File: src/rtl/USER_PARAM_PKG.sv
// Shared interconnect parameters: Benes network geometry plus the
// switch-sequencer defaults and types used by the control side.
package USER_PARAM_PKG;

  localparam int SIZE       = 8;
  localparam int SWITCH_NUM = SIZE / 2;
  localparam int STAGE_NUM  = 2 * $clog2(SIZE) - 1;

  localparam int SEQ_CTX_NUM   = 4;
  localparam int SEQ_STAGE_LAT = 2;

  typedef logic [SWITCH_NUM-1:0] switch_row_t;

  typedef enum logic {
    SEQ_IDLE = 1'b0,
    SEQ_RUN  = 1'b1
  } seq_state_e;

endpackage

File: src/rtl/ctx_delay_line.sv
// Context-id delay line for one network stage. Carries {valid, id} through
// DEPTH registers so a stage sees the context its beat was launched with.
// DEPTH = 0 degenerates to a wire. query_hit reports whether any valid entry
// still held inside the line matches query_id (used to hold off rewrites).
module ctx_delay_line #(
  parameter int DEPTH = 0,
  parameter int ID_W  = 2
) (
  input  logic            clk,
  input  logic            rst_n,
  input  logic            in_vld,
  input  logic [ID_W-1:0] in_id,
  input  logic [ID_W-1:0] query_id,
  output logic            out_vld,
  output logic [ID_W-1:0] out_id,
  output logic            query_hit
);

  if (DEPTH == 0) begin : g_wire
    logic unused_ok;
    assign unused_ok = &{1'b0, clk, rst_n, query_id};
    assign out_vld   = in_vld;
    assign out_id    = in_id;
    assign query_hit = 1'b0;
  end else begin : g_regs
    logic [DEPTH-1:0] vld_q, vld_d;
    logic [ID_W-1:0]  id_q [DEPTH];
    logic [ID_W-1:0]  id_d [DEPTH];

    // Shift the line by one slot per clock, new entry enters slot 0.
    always_comb begin
      vld_d    = '0;
      id_d     = '{default: '0};
      vld_d[0] = in_vld;
      id_d[0]  = in_id;
      for (int i = 1; i < DEPTH; i++) begin
        vld_d[i] = vld_q[i-1];
        id_d[i]  = id_q[i-1];
      end
    end

    // Valid bits are control state: cleared by reset so the line empties.
    always_ff @(posedge clk or negedge rst_n) begin
      if (!rst_n) begin
        vld_q <= '0;
      end else begin
        vld_q <= vld_d;
      end
    end

    // Context ids are qualified by the valid bits, so they need no reset.
    always_ff @(posedge clk) begin
      id_q <= id_d;
    end

    // Flag any valid in-flight entry that belongs to the queried context.
    always_comb begin
      query_hit = 1'b0;
      for (int i = 0; i < DEPTH; i++) begin
        if (vld_q[i] && (id_q[i] == query_id)) query_hit = 1'b1;
      end
    end

    assign out_vld = vld_q[DEPTH-1];
    assign out_id  = id_q[DEPTH-1];
  end

endmodule

File: src/rtl/benes_switch_sequencer.sv
// Benes switch sequencer: stores pre-routed switch contexts written over the
// config stream and replays them onto the per-stage switch_set bus, skewing
// each stage by its pipeline depth so every beat sees the context it was
// launched with. beat_valid is the launch strobe for the data source.
module benes_switch_sequencer
  import USER_PARAM_PKG::*;
#(
  parameter int CTX_NUM   = SEQ_CTX_NUM,
  parameter int STAGE_LAT = SEQ_STAGE_LAT,
  parameter int LEN_W     = 16
) (
  input  logic                                 clk,
  input  logic                                 rst_n,
  input  logic                                 cfg_valid,
  output logic                                 cfg_ready,
  input  logic [$clog2(CTX_NUM)-1:0]           cfg_ctx,
  input  logic [$clog2(STAGE_NUM)-1:0]         cfg_stage,
  input  logic [SWITCH_NUM-1:0]                cfg_bits,
  input  logic                                 cfg_last,
  input  logic                                 run_valid,
  output logic                                 run_ready,
  input  logic [$clog2(CTX_NUM)-1:0]           run_ctx,
  input  logic [LEN_W-1:0]                     run_len,
  output logic                                 beat_valid,
  output logic [SWITCH_NUM-1:0][0:STAGE_NUM-1] switch_set,
  output logic                                 err_ctx
);

  localparam int CTX_W = $clog2(CTX_NUM);
  localparam int STG_W = $clog2(STAGE_NUM);
  localparam logic [STG_W-1:0] STAGE_MAX = STG_W'(STAGE_NUM - 1);

  // Context storage (rows are data, ctx_ok is control)
  switch_row_t        rows_q [CTX_NUM][STAGE_NUM];
  switch_row_t        rows_d [CTX_NUM][STAGE_NUM];
  logic [CTX_NUM-1:0] ctx_ok_q, ctx_ok_d;

  // Run FSM and beat source
  seq_state_e         state_q, state_d;
  logic [LEN_W-1:0]   cnt_q, cnt_d;
  logic [CTX_W-1:0]   cur_ctx_q, cur_ctx_d;
  logic               cur_ok_q, cur_ok_d;
  logic               err_ctx_q, err_ctx_d;
  logic               cfg_en_q, cfg_en_d;

  logic               cfg_fire;
  logic               cfg_block;
  logic               line_vld_in;

  // Per-stage skew line taps
  logic [STAGE_NUM-1:0] tap_vld;
  logic [STAGE_NUM-1:0] tap_hit;
  logic [CTX_W-1:0]     tap_id [STAGE_NUM];

  assign cfg_fire    = cfg_valid && cfg_ready;
  assign line_vld_in = beat_valid && cur_ok_q;
  assign err_ctx     = err_ctx_q;
  assign cfg_en_d    = 1'b1;

  // Row write and context-valid update; a non-last beat invalidates the context.
  always_comb begin
    rows_d   = rows_q;
    ctx_ok_d = ctx_ok_q;
    if (cfg_fire) begin
      if (cfg_stage <= STAGE_MAX) rows_d[cfg_ctx][cfg_stage] = cfg_bits;
      ctx_ok_d[cfg_ctx] = cfg_last;
    end
  end

  // Row contents are qualified by ctx_ok, so they are left unreset.
  always_ff @(posedge clk) begin
    rows_q <= rows_d;
  end

  // Run FSM: next state, counter reload/decrement, handshake and beat strobe.
  always_comb begin
    state_d    = state_q;
    cnt_d      = cnt_q;
    cur_ctx_d  = cur_ctx_q;
    cur_ok_d   = cur_ok_q;
    err_ctx_d  = err_ctx_q;
    run_ready  = 1'b0;
    beat_valid = 1'b0;
    case (state_q)
      SEQ_IDLE: begin
        run_ready = 1'b1;
      end
      SEQ_RUN: begin
        beat_valid = 1'b1;
        run_ready  = (cnt_q == '0);
        if (cnt_q != '0) begin
          cnt_d = cnt_q - LEN_W'(1);
        end else begin
          state_d = SEQ_IDLE;
        end
      end
      default: begin
        state_d = SEQ_IDLE;
      end
    endcase
    // Acceptance overrides the fall-back to IDLE, giving bubble-free reloads.
    // The run samples ctx_ok before any same-cycle config write lands.
    if (run_valid && run_ready) begin
      state_d   = SEQ_RUN;
      cnt_d     = run_len;
      cur_ctx_d = run_ctx;
      cur_ok_d  = ctx_ok_q[run_ctx];
      if (!ctx_ok_q[run_ctx]) err_ctx_d = 1'b1;
    end
  end

  // Control state registers, asynchronously cleared.
  always_ff @(posedge clk or negedge rst_n) begin
    if (!rst_n) begin
      state_q   <= SEQ_IDLE;
      cnt_q     <= '0;
      cur_ctx_q <= '0;
      cur_ok_q  <= 1'b0;
      err_ctx_q <= 1'b0;
      ctx_ok_q  <= '0;
      cfg_en_q  <= 1'b0;
    end else begin
      state_q   <= state_d;
      cnt_q     <= cnt_d;
      cur_ctx_q <= cur_ctx_d;
      cur_ok_q  <= cur_ok_d;
      err_ctx_q <= err_ctx_d;
      ctx_ok_q  <= ctx_ok_d;
      cfg_en_q  <= cfg_en_d;
    end
  end

  // One skew line per stage, depth s*STAGE_LAT, all fed from the beat source.
  for (genvar s = 0; s < STAGE_NUM; s++) begin : g_stage
    ctx_delay_line #(
      .DEPTH (s * STAGE_LAT),
      .ID_W  (CTX_W)
    ) u_dly (
      .clk       (clk),
      .rst_n     (rst_n),
      .in_vld    (line_vld_in),
      .in_id     (cur_ctx_q),
      .query_id  (cfg_ctx),
      .out_vld   (tap_vld[s]),
      .out_id    (tap_id[s]),
      .query_hit (tap_hit[s])
    );
  end

  // Hold off config to the running context or any context still in flight.
  always_comb begin
    cfg_block = (state_q == SEQ_RUN) && (cur_ctx_q == cfg_ctx);
    for (int s = 0; s < STAGE_NUM; s++) begin
      if (tap_hit[s]) cfg_block = 1'b1;
    end
    cfg_ready = cfg_en_q && !cfg_block;
  end

  // Drive each stage column from its delayed context, zeros when not valid.
  always_comb begin
    switch_set = '0;
    for (int s = 0; s < STAGE_NUM; s++) begin
      if (tap_vld[s]) begin
        for (int w = 0; w < SWITCH_NUM; w++) begin
          switch_set[w][s] = rows_q[tap_id[s]][s][w];
        end
      end
    end
  end

endmodule

File: config.mk
export PLATFORM = sky130hd
export DESIGN_NAME = benes_switch_sequencer
export DESIGN_NICKNAME = d
export VERILOG_FILES = /design/src/rtl/USER_PARAM_PKG.sv /design/src/rtl/ctx_delay_line.sv /design/src/rtl/benes_switch_sequencer.sv
export SDC_FILE = /design/constraint.sdc
export NUM_CORES = 1
export LEC_CHECK = 0
export CAP_MARGIN = 10
export CELL_PAD_IN_SITES_DETAIL_PLACEMENT = 2
export CELL_PAD_IN_SITES_GLOBAL_PLACEMENT = 2
export CORE_ASPECT_RATIO = 0.9
export CORE_UTILIZATION = 40
export DETAILED_ROUTE_END_ITERATION = 12
export PLACE_DENSITY_LB_ADDON = 0.05
export SYNTH_ARGS = -nofsm -noshare
export SYNTH_HDL_FRONTEND = slang
export SYNTH_SLANG_ARGS = --single-unit
File: constraint.sdc
create_clock -name clk -period 3.1 [get_ports clk]
set_input_delay 0.465 -clock clk [delete_from_list [all_inputs] [get_ports clk]]
set_output_delay 0.465 -clock clk [all_outputs]
set_load 0.005 [all_outputs]
Word-level counts from Yosys, hierarchy flattened
Index checks and enable logic that the tools add are counted.
{"block": "op_classes", "addsub": 1, "n_lt_le_gt_ge": 13, "eq_ne": 9, "n_mux": 77, "n_bitwise": 9, "reduce_logical": 36}
{"cell": "20-bit binary-select mux with 2-bit select", "n": 5}
{"cell": "80-bit bitwise mux", "n": 1}
{"cell": "16-bit 2-to-1 mux", "n": 5}
{"cell": "20-bit 2-to-1 mux", "n": 3}
{"cell": "1-bit 2-to-1 mux", "n": 50}
{"cell": "20-bit demux with 2-bit select", "n": 1}
{"cell": "1-bit logical AND", "n": 28}
{"cell": "12-bit 2-to-1 mux", "n": 2}
{"cell": "2-bit == test", "n": 9}
{"cell": "3-bit greater-or-equal comparator (second input constant)", "n": 6}
{"cell": "2-bit inverter with 3-bit output", "n": 6}
{"cell": "16-bit zero test", "n": 1}
{"cell": "8-bit 2-to-1 mux", "n": 2}
{"cell": "16-bit nonzero test", "n": 1}
{"cell": "16-bit by 1-bit subtractor with 16-bit output (second input constant)", "n": 1}
{"cell": "4-bit demux with 3-bit select", "n": 1}
{"cell": "4-bit 2-to-1 mux", "n": 3}
{"cell": "2-bit by 3-bit < comparator with 1-bit output (second input constant)", "n": 2}
{"cell": "2-bit AND reduction", "n": 3}
{"cell": "4-bit bitwise mux", "n": 1}
{"cell": "4-bit greater-or-equal comparator (second input constant)", "n": 1}
{"cell": "4-bit by 1-bit < comparator with 1-bit output (second input constant)", "n": 1}
{"cell": "3-bit inverter with 4-bit output", "n": 1}
{"cell": "2-bit nonzero test", "n": 2}
{"cell": "8 further kinds", "n": 9}
{"block": "word_totals", "reg_bits": 142, "inputBits": 32, "output_inout_bits": 24, "wordCells": 184}

Logic depth before layout (Yosys ltp)
Gate-level depths: netlist of run 1.
{"block": "depth", "word_depth": 15, "mapped_depth": 11, "depth_no_buf": 9}

Modules after synthesis
A second synthesis of run 1 with hierarchy kept.
{"block": "unflattened", "cells_unflattened": 434, "area_unflattened_um2": 6550.0}
{"mod": "benes_switch_sequencer", "instances": 1, "cells_per_inst": 301, "area_per_inst_um2": 4680.7, "seq_area_each_um2": 3052.9}
{"mod": "ctx_delay_line (g_stage[4].u_dly)", "instances": 1, "cells_per_inst": 51, "area_per_inst_um2": 739.5, "seq_area_each_um2": 520.5}
{"mod": "ctx_delay_line (g_stage[3].u_dly)", "instances": 1, "cells_per_inst": 39, "area_per_inst_um2": 559.3, "seq_area_each_um2": 390.4}
{"mod": "ctx_delay_line (g_stage[2].u_dly)", "instances": 1, "cells_per_inst": 25, "area_per_inst_um2": 357.8, "seq_area_each_um2": 260.2}
{"mod": "ctx_delay_line (g_stage[1].u_dly)", "instances": 1, "cells_per_inst": 13, "area_per_inst_um2": 178.9, "seq_area_each_um2": 130.1}
{"mod": "ctx_delay_line (g_stage[0].u_dly)", "instances": 1, "cells_per_inst": 5, "area_per_inst_um2": 33.8, "seq_area_each_um2": 0.0}

Least setup slack after synthesis of run 1
No wires, ideal clock.
{"block": "synth_path", "kind": "register to register", "startpoint": "reg cnt_q[11]", "endpoint": "reg cur_ok_q", "setup_ns": 0.127, "t_arrival_ns": 2.147, "required_ns": 2.973, "path_slack_ns": 0.826, "stages_incl_launch_ff": 9, "path_buffers": 2, "synth_period_minus_slack_ns": 2.274, "cell_sequence": "dfrtp_1 > or3_4 > or4_4 > o21a_1 > buf_6 > clkinv_4 > and2_4 > buf_6 > mux2_1"}
{"block": "synth_between", "elab_chain_len": 3}
{"element": "start, declared", "line": "benes_switch_sequencer.sv:40", "source": "logic [LEN_W-1:0] cnt_q, cnt_d;"}
{"element": "start signal, assigned", "line": "benes_switch_sequencer.sv:124", "source": "cnt_q <= cnt_d;"}
{"element": "16-bit zero test", "line": "benes_switch_sequencer.sv:90", "source": "run_ready = (cnt_q == '0);"}
{"element": "1-bit case mux with 2 select lines", "line": "benes_switch_sequencer.sv:84", "source": "case (state_q)"}
{"element": "1-bit logical AND", "line": "benes_switch_sequencer.sv:103", "source": "if (run_valid && run_ready) begin"}
{"element": "end signal, assigned", "line": "benes_switch_sequencer.sv:126", "source": "cur_ok_q <= cur_ok_d;"}
{"element": "end, declared", "line": "benes_switch_sequencer.sv:42", "source": "logic cur_ok_q, cur_ok_d;"}
Every way passes these cells.
A chain may end at the register's enable or synchronous reset.

Worst setup path in the final report of run 1
{"block": "layout_path", "startpoint": "reg cnt_q[11]", "endpoint": "out run_ready"}
{"block": "layout_between", "elab_chain_len": 2}
{"element": "16-bit zero test", "line": "benes_switch_sequencer.sv:90"}
{"element": "1-bit case mux with 2 select lines", "line": "benes_switch_sequencer.sv:84"}
{"element": "end, declared", "line": "benes_switch_sequencer.sv:21", "source": "output logic run_ready,"}
Every way passes these cells.

==> impl_metrics.env, run 1 <==
export IMPL_start_util=0.414
export IMPL_crit_arrival_ns=2.54
export IMPL_dr_pass1_iters=4
export IMPL_cts_setup_buffers=0
export IMPL_finalSetupViolations=0
export IMPL_htree_levels=4
export IMPL_tightest_slew_ns=0.888
export IMPL_postRouteAntennaNets=0
export IMPL_p_per_area_nw_per_um2=687
export IMPL_fillers=1196
export IMPL_grt_max_degree=35
export IMPL_n_antenna_cell=0
export IMPL_seq_area_frac_synth=0.673
export IMPL_root_buffer="clkbuf_16"
export IMPL_start_kind="flip-flop"
export IMPL_fin_crit_sh=0.968
export IMPL_ys_types=51
export IMPL_syn2layout_area_growth_pct=26.0
export IMPL_die_h_um=111
export IMPL_yosys_area_top_type="edfxtp_1"
export IMPL_setup_ws_ns=0.0987
export IMPL_required_ns=2.63
export IMPL_layout_commonest_cell="edfxtp_1"
export IMPL_die_area_um2=13700
export IMPL_tns_ns=0
export IMPL_synth_edf_count=80
export IMPL_io_buffers=55
export IMPL_synth_area_leaders="edfxtp_1 45%, dfrtp_1 16%, mux4_2 8.9%"
export IMPL_grt_pass1_wl_um=21800
export IMPL_multi_input_area_um2=1640
export IMPL_drv_cap=0
export IMPL_clkTransAtPathRegs_ns=0.05
export IMPL_synth_area_per_cell_um2=15.0
export IMPL_drt_iter0_markers=188
export IMPL_synth_top_area_frac=0.452
export IMPL_pre_cts_slack_ns=0.0590
export IMPL_report_final_slew_viol_count=0
export IMPL_fmax_mhz=333
export IMPL_syn_nets=388
export IMPL_grt_overflow_total=0
export IMPL_ys_flop_type="edfxtp_1"
export IMPL_rsz0062_at_grt="false"
export IMPL_wire_per_inst_um=22.5
export IMPL_min_period_ns=3.00
export IMPL_rows=39
export IMPL_grt_usage=0.225
export IMPL_layout_drive_gt1_share=0.172
export IMPL_placed_cell_area_um2=6100
export IMPL_cts_sinks=130
export IMPL_final_cell_mix="80 x edfxtp_1, 53 x clkdlybuf4s50_1, 34 x dfrtp_1"
export IMPL_dp_hpwl_um=9360
export IMPL_status="finished clean"
export IMPL_cts_tree="done"
export IMPL_regArea_um2=3570
export IMPL_wl_um=13700
export IMPL_io_pins=56
export IMPL_yosys_warnings=0
export IMPL_dr_total_vias=3346
export IMPL_utilization=0.521
export IMPL_fin_nets=463
export IMPL_cellLeakagePower_uw=0.00235
export IMPL_finalClockSkew_ns=0.0114
export IMPL_clk_latency_ns=0.42
export IMPL_antenna_found_initial=0
export IMPL_die_w_um=123
export IMPL_ys_ff_latch=130
export IMPL_synth_async_reset_ratio=0.262
export IMPL_cts_buffers=17
export IMPL_netlist_area_um2=5310
export IMPL_finalHoldViolations=0
export IMPL_grt_pass1_vias=3798
export IMPL_critical_path_class="flip-flop to output port"
export IMPL_slew_headroom=0.408
export IMPL_end_kind="output port"
export IMPL_drcViolationCount=0
export IMPL_peakVddDrop_uv=589
export IMPL_syn_inst=355
export IMPL_coreArea_um2=12800
export IMPL_place_congestion=0.773
export IMPL_hold_path_class="input pin to async pin"
export IMPL_crit_path_max_fanout=5
export IMPL_cts_buffer_depth=2
export IMPL_drt_vias_per_instance=5.51
export IMPL_final_area_um2=6690
[sequential cells by signal, summed over array words and instances (netlist names)]
register / flops
rows_q: 80
cnt_q: 16
g_stage.u_dly.g_regs.id_d: 12
g_stage.u_dly.g_regs.vld_q: 8
ctx_ok_q: 4
g_stage.u_dly.out_id: 4
cur_ctx_q: 2
cfg_en_q: 1
cur_ok_q: 1
err_ctx: 1
state_q: 1
[cells in the mapped netlist, types with 2 or more instances]
master     n
edfxtp_1  80
dfrtp_1   34
nor2_1    34
and2_1    23
mux4_2    21
xnor2_1   17
dfxtp_1   16
nand2_1   14
a21oi_1   10
nand3_1   10
clkbuf_1   8
o21ai_0    7
inv_1      6
nor3_1     5
mux2_2     4
nand2b_1   4
nand4_1    4
nor4_1     4
a311oi_1   3
a32oi_1    3
mux2_1     3
nand4b_1   3
nor2b_1    3
xor2_1     3
a221oi_1   2
a22o_1     2
buf_2      2
buf_6      2
nand3b_1   2
o211ai_1   2
o221a_2    2
o31ai_1    2
or3_1      2
[worst max-delay path, stage by stage (launching register included)]
cell	delay (ns)
dfrtp_1	0.42
or3_4	0.44
or4_4	0.47
o21a_1	0.25
clkinv_4	0.05
clkdlybuf4s50_1	0.49
[per-layer routing]
| layer | share of wire | track usage | routed length [um] |
|---|---|---|---|
| met1 | 0.47 | 0.312 | 6430 |
| met2 | 0.48 | 0.339 | 6600 |
| met3 | 0.037 | 0.0658 | 503 |
| met4 | 0.011 | 0.0755 | 145 |
| met5 | 0 | 0 | 0 |
[stage by stage]
| step | instances | hold WS (ns) | power, uW |
|---|---|---|---|
| 3_5_place_dp | 575 | 0.355 | 2640 |
| 5_1_grt | 607 | 0.229 | 4770 |
| 2_1_floorplan | 355 | 0.169 | 2410 |
| 4_1_cts | 607 | 0.198 | 4640 |
| 3_3_place_gp | 575 | 0.353 | 2610 |
| 6_report | 607 | 0.173 | 4600 |
[kinds of logic after synthesis]
family,count (synthesis),share of synthesized area
compound gates,40,0.0523
xor+xnor,20,0.0330
fa+ha+maj,1,0.00236
buf+inv,20,0.0191
flops,130,0.673
mux,29,0.106
other cells,1,0.000706
simple gates,114,0.114
[layout make-up]
class | count | share of cell area
clock inverters | 5 | 0.0112
repair buffers | 69 | 0.0976
inverters | 7 | 0.00468
flip-flops and latches | 130 | 0.534
well taps | 164 | 0.0307
multi-input cells | 205 | 0.245
clock buffers | 27 | 0.0767
[power by group]
group / switching [uW] / internal (uW)
Clock: 691 / 1290
Sequential: 169 / 1970
Combinational: 220 / 258
Total: 1080 / 3520
[final timing paths]
kind                                                  startpoint                               to  slack [ns]  cells after the start
worst max-delay path                                   cnt_q[11]                        run_ready         0.1                      5
worst min-delay path                                       rst_n                        cnt_q[11]        0.17                      1
worst max register to register                         cnt_q[11]                     cur_ctx_q[0]        0.55                      7
worst min register to register  g_stage[4].u_dly.g_regs.id_d[12]  g_stage[3].u_dly.g_regs.id_d[6]        0.36                      0
max in group asynchronous                                  rst_n                         cnt_q[1]        2.36                      1
min in group clk                g_stage[4].u_dly.g_regs.id_d[12]  g_stage[3].u_dly.g_regs.id_d[6]        0.36                      0
[repair_timing]
item / 4_1_cts / 5_1_grt
endpoints found under the setup margin: 0 / 1
hold buffers: 0 / 0
gates resized for setup: 0 / 2
endpoints found under the hold margin: 0 / 0
Power figures use the tool's default switching activity.
==> run 2: changes to the inputs <==
CAP_MARGIN = 30   (was 10)
CORE_UTILIZATION = 42   (was 40)
SETUP_SLACK_MARGIN = 0.5   (was not set)
SYNTH_HIERARCHICAL = 1   (was not set)
==> run 2 against run 1 <==
Compared with the run above: first-iteration DRC count increased by 23%; largest cell class unchanged; clock-buffer cell count decreased by 5; clock power increased by 7%; design area increased by 29%; critical path type is now input pin to flip-flop; global-route usage increased by 1.7 points.
==> impl_metrics.env, run 2 <==
export IMPL_antenna_found_initial=0
export IMPL_ys_types=62
export IMPL_required_ns=3.26
export IMPL_pwr_share_clk=0.455
export IMPL_final_cells=759
export IMPL_die_w_um=134
export IMPL_crit_family="buffers and inverters"
export IMPL_largest_reg_flops=80
export IMPL_reg2reg_to="rows_q[47]"
export IMPL_synth_area_per_cell_um2=15.1
export IMPL_fin_crit_sh=0.876
export IMPL_crit_path_max_fanout=6
export IMPL_critical_path_class="input pin to flip-flop"
export IMPL_htree_levels=4
export IMPL_dp_hpwl_um=11500
export IMPL_r2r_cells=12
export IMPL_die_h_um=120
export IMPL_cts_sinks=166
export IMPL_grt_use_met2=0.422
export IMPL_syn_inst=434
export IMPL_peakVddDrop_uv=440
export IMPL_slew_headroom=0.348
export IMPL_drcViolationCount=0
export IMPL_root_buffer="clkbuf_16"
export IMPL_end_kind="flip-flop"
export IMPL_postRouteAntennaNets=0
export IMPL_yosys_area_top_type="edfxtp_1"
export IMPL_final_area_um2=8600
export IMPL_place_congestion=0.756
export IMPL_grt_overflow_total=0
export IMPL_synth_area_leaders="edfxtp_1 37%, dfrtp_1 18%, dfxtp_1 12%"
export IMPL_yosys_warnings=6
export IMPL_swShare=0.220
export IMPL_path_buf_inv=7
export IMPL_coreArea_um2=15000
export IMPL_ys_top_cells_by_count="80 x edfxtp_1, 46 x dfrtp_1, 40 x dfxtp_1"
export IMPL_placed_cell_area_um2=7530
export IMPL_cp_startpoint="cfg_ctx[0]"
export IMPL_p_comb_frac=0.046
export IMPL_synth_most_common_cell="edfxtp_1"
export IMPL_final_cell_mix="80 x edfxtp_1, 49 x clkdlybuf4s50_1, 41 x dfrtp_1"
export IMPL_wire_per_inst_um=25.8
export IMPL_dr_pass1_iters=4
export IMPL_pre_cts_slack_ns=-0.418
export IMPL_io_pins=56
export IMPL_start_util=0.437
export IMPL_cellLeakagePower_uw=0.00316
export IMPL_synth_edf_count=80
export IMPL_netlist_area_um2=6550
export IMPL_wl_um=19600
export IMPL_fin_nets=582
export IMPL_synth_async_reset_ratio=0.277
export IMPL_drt_vias_per_instance=5.45
export IMPL_min_period_ns=2.71
export IMPL_cts_buffer_depth=2
export IMPL_use_met1=0.299
export IMPL_cts_tree="done"
export IMPL_path_cells="buf_4, buf_12, buf_6, buf_4, xnor2_2, nand3_1, nand4_1, nor4_2, nand3b_1, a311oi_1, buf_4, nand3b_1, buf_6, nor2_4, buf_6"
export IMPL_syn2layout_area_growth_pct=31.4
export IMPL_tns_ns=0
export IMPL_p_per_area_nw_per_um2=542
export IMPL_ys_flop_type="edfxtp_1"
export IMPL_grt_max_degree=47
export IMPL_utilization=0.575
export IMPL_cp_slowest_cell="a311oi_1"
export IMPL_rows=42
export IMPL_drv_cap=0
export IMPL_grt_usage=0.242
export IMPL_setup_ws_ns=0.385
export IMPL_syn_nets=468
export IMPL_use_met3=0.0553
export IMPL_io_buffers=55
export IMPL_p_sw_uw=1020
export IMPL_busiest_layer="met2"
export IMPL_rsz0062_at_grt="true"
export IMPL_power_frac_seq=0.499
export IMPL_intPower_uw=3640
export IMPL_clkTransAtPathRegs_ns=0.07
export IMPL_layout_drive_gt1_share=0.335
export IMPL_start_kind="input pin"
export IMPL_clk_latency_ns=0.43
export IMPL_finalClockSkew_ns=0.0117
export IMPL_dpl_cell_count=712
export IMPL_tightest_slew_ns=0.975
export IMPL_rr_startpoint="g_stage[3].u_dly/g_regs.id_d[5]"
export IMPL_r2r_slack_ns=0.42
export IMPL_report_final_slew_viol_count=0
export IMPL_finalSetupViolations=0
export IMPL_finalHoldViolations=0
export IMPL_fmax_mhz=368
export IMPL_max_stage_delay_ns=0.24
export IMPL_max_flop_register="rows_q"
export IMPL_crit_arrival_ns=2.87
export IMPL_layout_commonest_cell="edfxtp_1"
export IMPL_fillers=1303
export IMPL_drt_iter0_markers=231
export IMPL_dr_total_vias=4134
export IMPL_hold_path_class="input pin to async pin"
export IMPL_die_area_um2=16100
export IMPL_seq_area_frac_synth=0.665
export IMPL_ys_ff_latch=166
export IMPL_cts_buffers=17
export IMPL_synth_top_area_frac=0.367
export IMPL_grt_pass1_wl_um=27900
export IMPL_n_antenna_cell=0
export IMPL_grt_pass1_vias=4696
export IMPL_status="finished clean"
run 2: cell families (layout without fill, tap and decap cells):
kind of cell / Yosys count / count (layout) / synth area share
xor gates and xnor gates: 42 / 42 / 0.0562
DFF: 166 / 166 / 0.665
buffers and inverters: 21 / 148 / 0.0231
AOI/OAI and AO/OA: 41 / 41 / 0.0468
adders and majority gates: 2 / 2 / 0.00382
muxes: 30 / 30 / 0.0873
other: 2 / 2 / 0.00115
and+or+nand+nor: 130 / 130 / 0.117
run 2: metal layers:
metal  wire length [um]  share of wire
met2              10500           0.54
met5                  0              0
met3                511          0.026
met1               8180           0.42
met4                382          0.020
run 2: area by class of cell:
cell class	instances	area, um2	share of cell area
flip-flops and latches	166	4390	0.510
well taps	198	248	0.0288
clock buffers	22	495	0.0576
multi-input cells	247	2270	0.264
repair buffers	108	1080	0.125
inverters	8	30.0	0.00349
clock inverters	10	93.8	0.0109
run 2: timing repair:
action | 4_1_cts | 5_1_grt
gates resized for setup | 64 | 53
endpoints found under the setup margin | 98 | 88
cloned | 1 | 0
hold buffers | 0 | 0
setup buffers | 13 | 1
pin swaps | 16 | 9
run 2: worst max-delay path by stage:
stage / cells after the start / end / slack, ns
after CTS: 13 / rows_q[47] / 0.50
after global routing: 12 / rows_q[45] / 0.32
after floorplan: 10 / rows_q[40] / 0.62
after detailed placement: 14 / rows_q[42] / -0.42
after global placement: 10 / cfg_ready / -0.33
final: 15 / rows_q[47] / 0.39
run 2: through the flow:
step                power, uW  hold slack (ns)
finish                   4660            0.132
global route             4780            0.176
CTS                      4650            0.157
detailed placement       2550            0.356
global placement         2540            0.352
floorplan                2440            0.169
run 2: power by group through the flow:
stage	combinational [uW]	sequential, uW	clock [uW]
2_1_floorplan	69.4	2370	0
3_3_place_gp	167	2370	0
3_5_place_dp	178	2370	0
4_1_cts	201	2330	2120
5_1_grt	229	2330	2220
6_report	216	2330	2120
run 2: worst register-to-register path: stages (launching register included):
cell      delay [ns]
dfxtp_2         0.34
xor2_1          0.19
nor2_1          0.09
a32oi_1         0.19
nand4_1         0.18
nor4_2          0.23
nand3b_1        0.18
a311oi_1        0.24
buf_4           0.20
nand3b_1        0.13
buf_6           0.19
nor2_4          0.12
buf_6           0.14
==> run 3: changes to the inputs <==
CORE_UTILIZATION = 44   (was 42)
CTS_BUF_LIST = sky130_fd_sc_hd__clkbuf_2   (was not set)
==> run 3 against run 2 <==
Compared with the run above: clock power is 44% lower; non-clock buffer count is 30 higher; sequential share of layout area is 0.84 points higher; final cell count is 3.3% higher; sequential power hardly changed; first-iteration DRC count is 0.87% higher; power is 20% lower; wire length is 9.4% higher; hold slack better by 0.17 ns.
==> impl_metrics.env, run 3 (synthesis results as in run 2) <==
export IMPL_io_pins=56
export IMPL_p_per_area_nw_per_um2=439
export IMPL_die_w_um=131
export IMPL_io_buffers=55
export IMPL_min_period_ns=3.07
export IMPL_coreArea_um2=14300
export IMPL_grt_pass1_vias=4870
export IMPL_layout_drive_gt1_share=0.415
export IMPL_antenna_found_initial=0
export IMPL_drv_cap=0
export IMPL_status="finished clean"
export IMPL_slew_headroom=0.352
export IMPL_grt_max_degree=27
export IMPL_htree_levels=4
export IMPL_die_area_um2=15400
export IMPL_syn2layout_area_growth_pct=29.3
export IMPL_fillers=1300
export IMPL_tightest_slew_ns=0.969
export IMPL_wire_per_inst_um=27.3
export IMPL_crit_path_max_fanout=10
export IMPL_clk_latency_ns=0.74
export IMPL_rsz0062_at_grt="true"
export IMPL_wl_um=21400
export IMPL_peakVddDrop_uv=399
export IMPL_crit_arrival_ns=2.60
export IMPL_finalSetupViolations=0
export IMPL_grt_pass1_wl_um=30000
export IMPL_fmax_mhz=326
export IMPL_cts_sinks=166
export IMPL_postRouteAntennaNets=0
export IMPL_root_buffer="clkbuf_2"
export IMPL_cts_buffers=17
export IMPL_utilization=0.594
export IMPL_largest_reg_flops=80
export IMPL_cts_buffer_depth=2
export IMPL_required_ns=2.63
export IMPL_drt_vias_per_instance=5.51
export IMPL_dr_pass1_iters=4
export IMPL_cellLeakagePower_uw=0.00324
export IMPL_fin_nets=612
export IMPL_end_kind="output port"
export IMPL_report_final_slew_viol_count=0
export IMPL_grt_overflow_total=0
export IMPL_start_util=0.459
export IMPL_hold_slack_ns=0.298
export IMPL_die_h_um=118
export IMPL_n_antenna_cell=0
export IMPL_place_congestion=0.779
export IMPL_drt_iter0_markers=233
export IMPL_start_kind="input pin"
export IMPL_dp_hpwl_um=12600
export IMPL_dr_total_vias=4322
export IMPL_grt_usage=0.277
export IMPL_critical_path_class="input pin to output port"
export IMPL_hold_path_class="input pin to async pin"
export IMPL_cts_tree="done"
export IMPL_rows=41
export IMPL_finalHoldViolations=0
export IMPL_clkTransAtPathRegs_ns=0.26
export IMPL_layout_commonest_cell="edfxtp_1"
export IMPL_max_flop_register="rows_q"
export IMPL_fin_crit_sh=0.989
export IMPL_drcViolationCount=0
export IMPL_finalClockSkew_ns=0.0334
export IMPL_final_cell_mix="80 x edfxtp_1, 52 x buf_6, 41 x dfrtp_1, 41 x buf_4, 32 x clkdlybuf4s50_1"
## run 3: worst max-delay path, cell delays in order
cell,delay (ns)
clkdlybuf4s50_1,0.52
buf_12,0.16
buf_8,0.17
xor2_1,0.21
nor2_1,0.08
a32oi_1,0.21
nand4_1,0.14
nand3b_1,0.23
a31oi_2,0.25
buf_2,0.17
## run 3: layout make-up
cell class                      count  area [um2]  area share
Sequential cell                   166        4390       0.518
Timing Repair Buffer              138        1370       0.162
Clock buffer                       17        85.1      0.0100
Clock inverter                     15         151      0.0179
Multi-Input combinational cell    247        2200       0.260
Inverter                            8        30.0     0.00355
Tap cell                          193         241      0.0285
## run 3: path summary, 6_finish.rpt
kind                                                  from                          endpoint  slack, ns  cells past startpoint
max                                             cfg_ctx[0]                         cfg_ready       0.03                     10
max reg2reg                                       cnt_q[1]                         cnt_q[14]       0.48                      9
min reg2reg                g_stage[3].u_dly/g_regs.id_d[1]        g_stage[3].u_dly/out_id[1]       0.37                      0
min in group clk                                run_len[2]                          cnt_q[2]       0.33                      2
min                                                  rst_n  g_stage[1].u_dly/g_regs.vld_q[0]       0.30                      2
max in group asynchronous                            rst_n  g_stage[3].u_dly/g_regs.vld_q[4]       1.98                      3
## run 3: timing repair
item	in CTS	in global routing
cloned	0	0
setup buffers	30	13
hold buffers	1	0
setup endpoints to repair	105	115
pin swaps	18	9
hold endpoints to repair	25	0
gates resized for setup	161	50
## run 3: power breakdown
part           switching (uW)  total (uW)  internal, uW
logic                     106         194          88.0
clock network             816        1190           379
registers                8.25        2330          2320
## run 3: per-layer routing
layer  share of wire  global-route usage  up-vias
met4           0.025               0.111        0
met2            0.55               0.473       97
met3           0.029              0.0568       31
met5               0                   0        -
met1            0.40               0.338     2302
li1                -                   -     1892
## run 3: through the flow
stage | worst slack (ns) | setup TNS, ns | instance area (um2) | cells | power, uW
3_5_place_dp | -0.428 | -27.61 | 7530 | 708 | 2560
5_1_grt | -0.0449 | -0.0449 | 8470 | 784 | 3840
4_1_cts | 0.0500 | 0 | 8180 | 771 | 3720
3_3_place_gp | -0.323 | -15.54 | 7530 | 708 | 2540
6_report | 0.0342 | 0 | 8470 | 784 | 3720
2_1_floorplan | 0.623 | 0 | 6550 | 434 | 2440
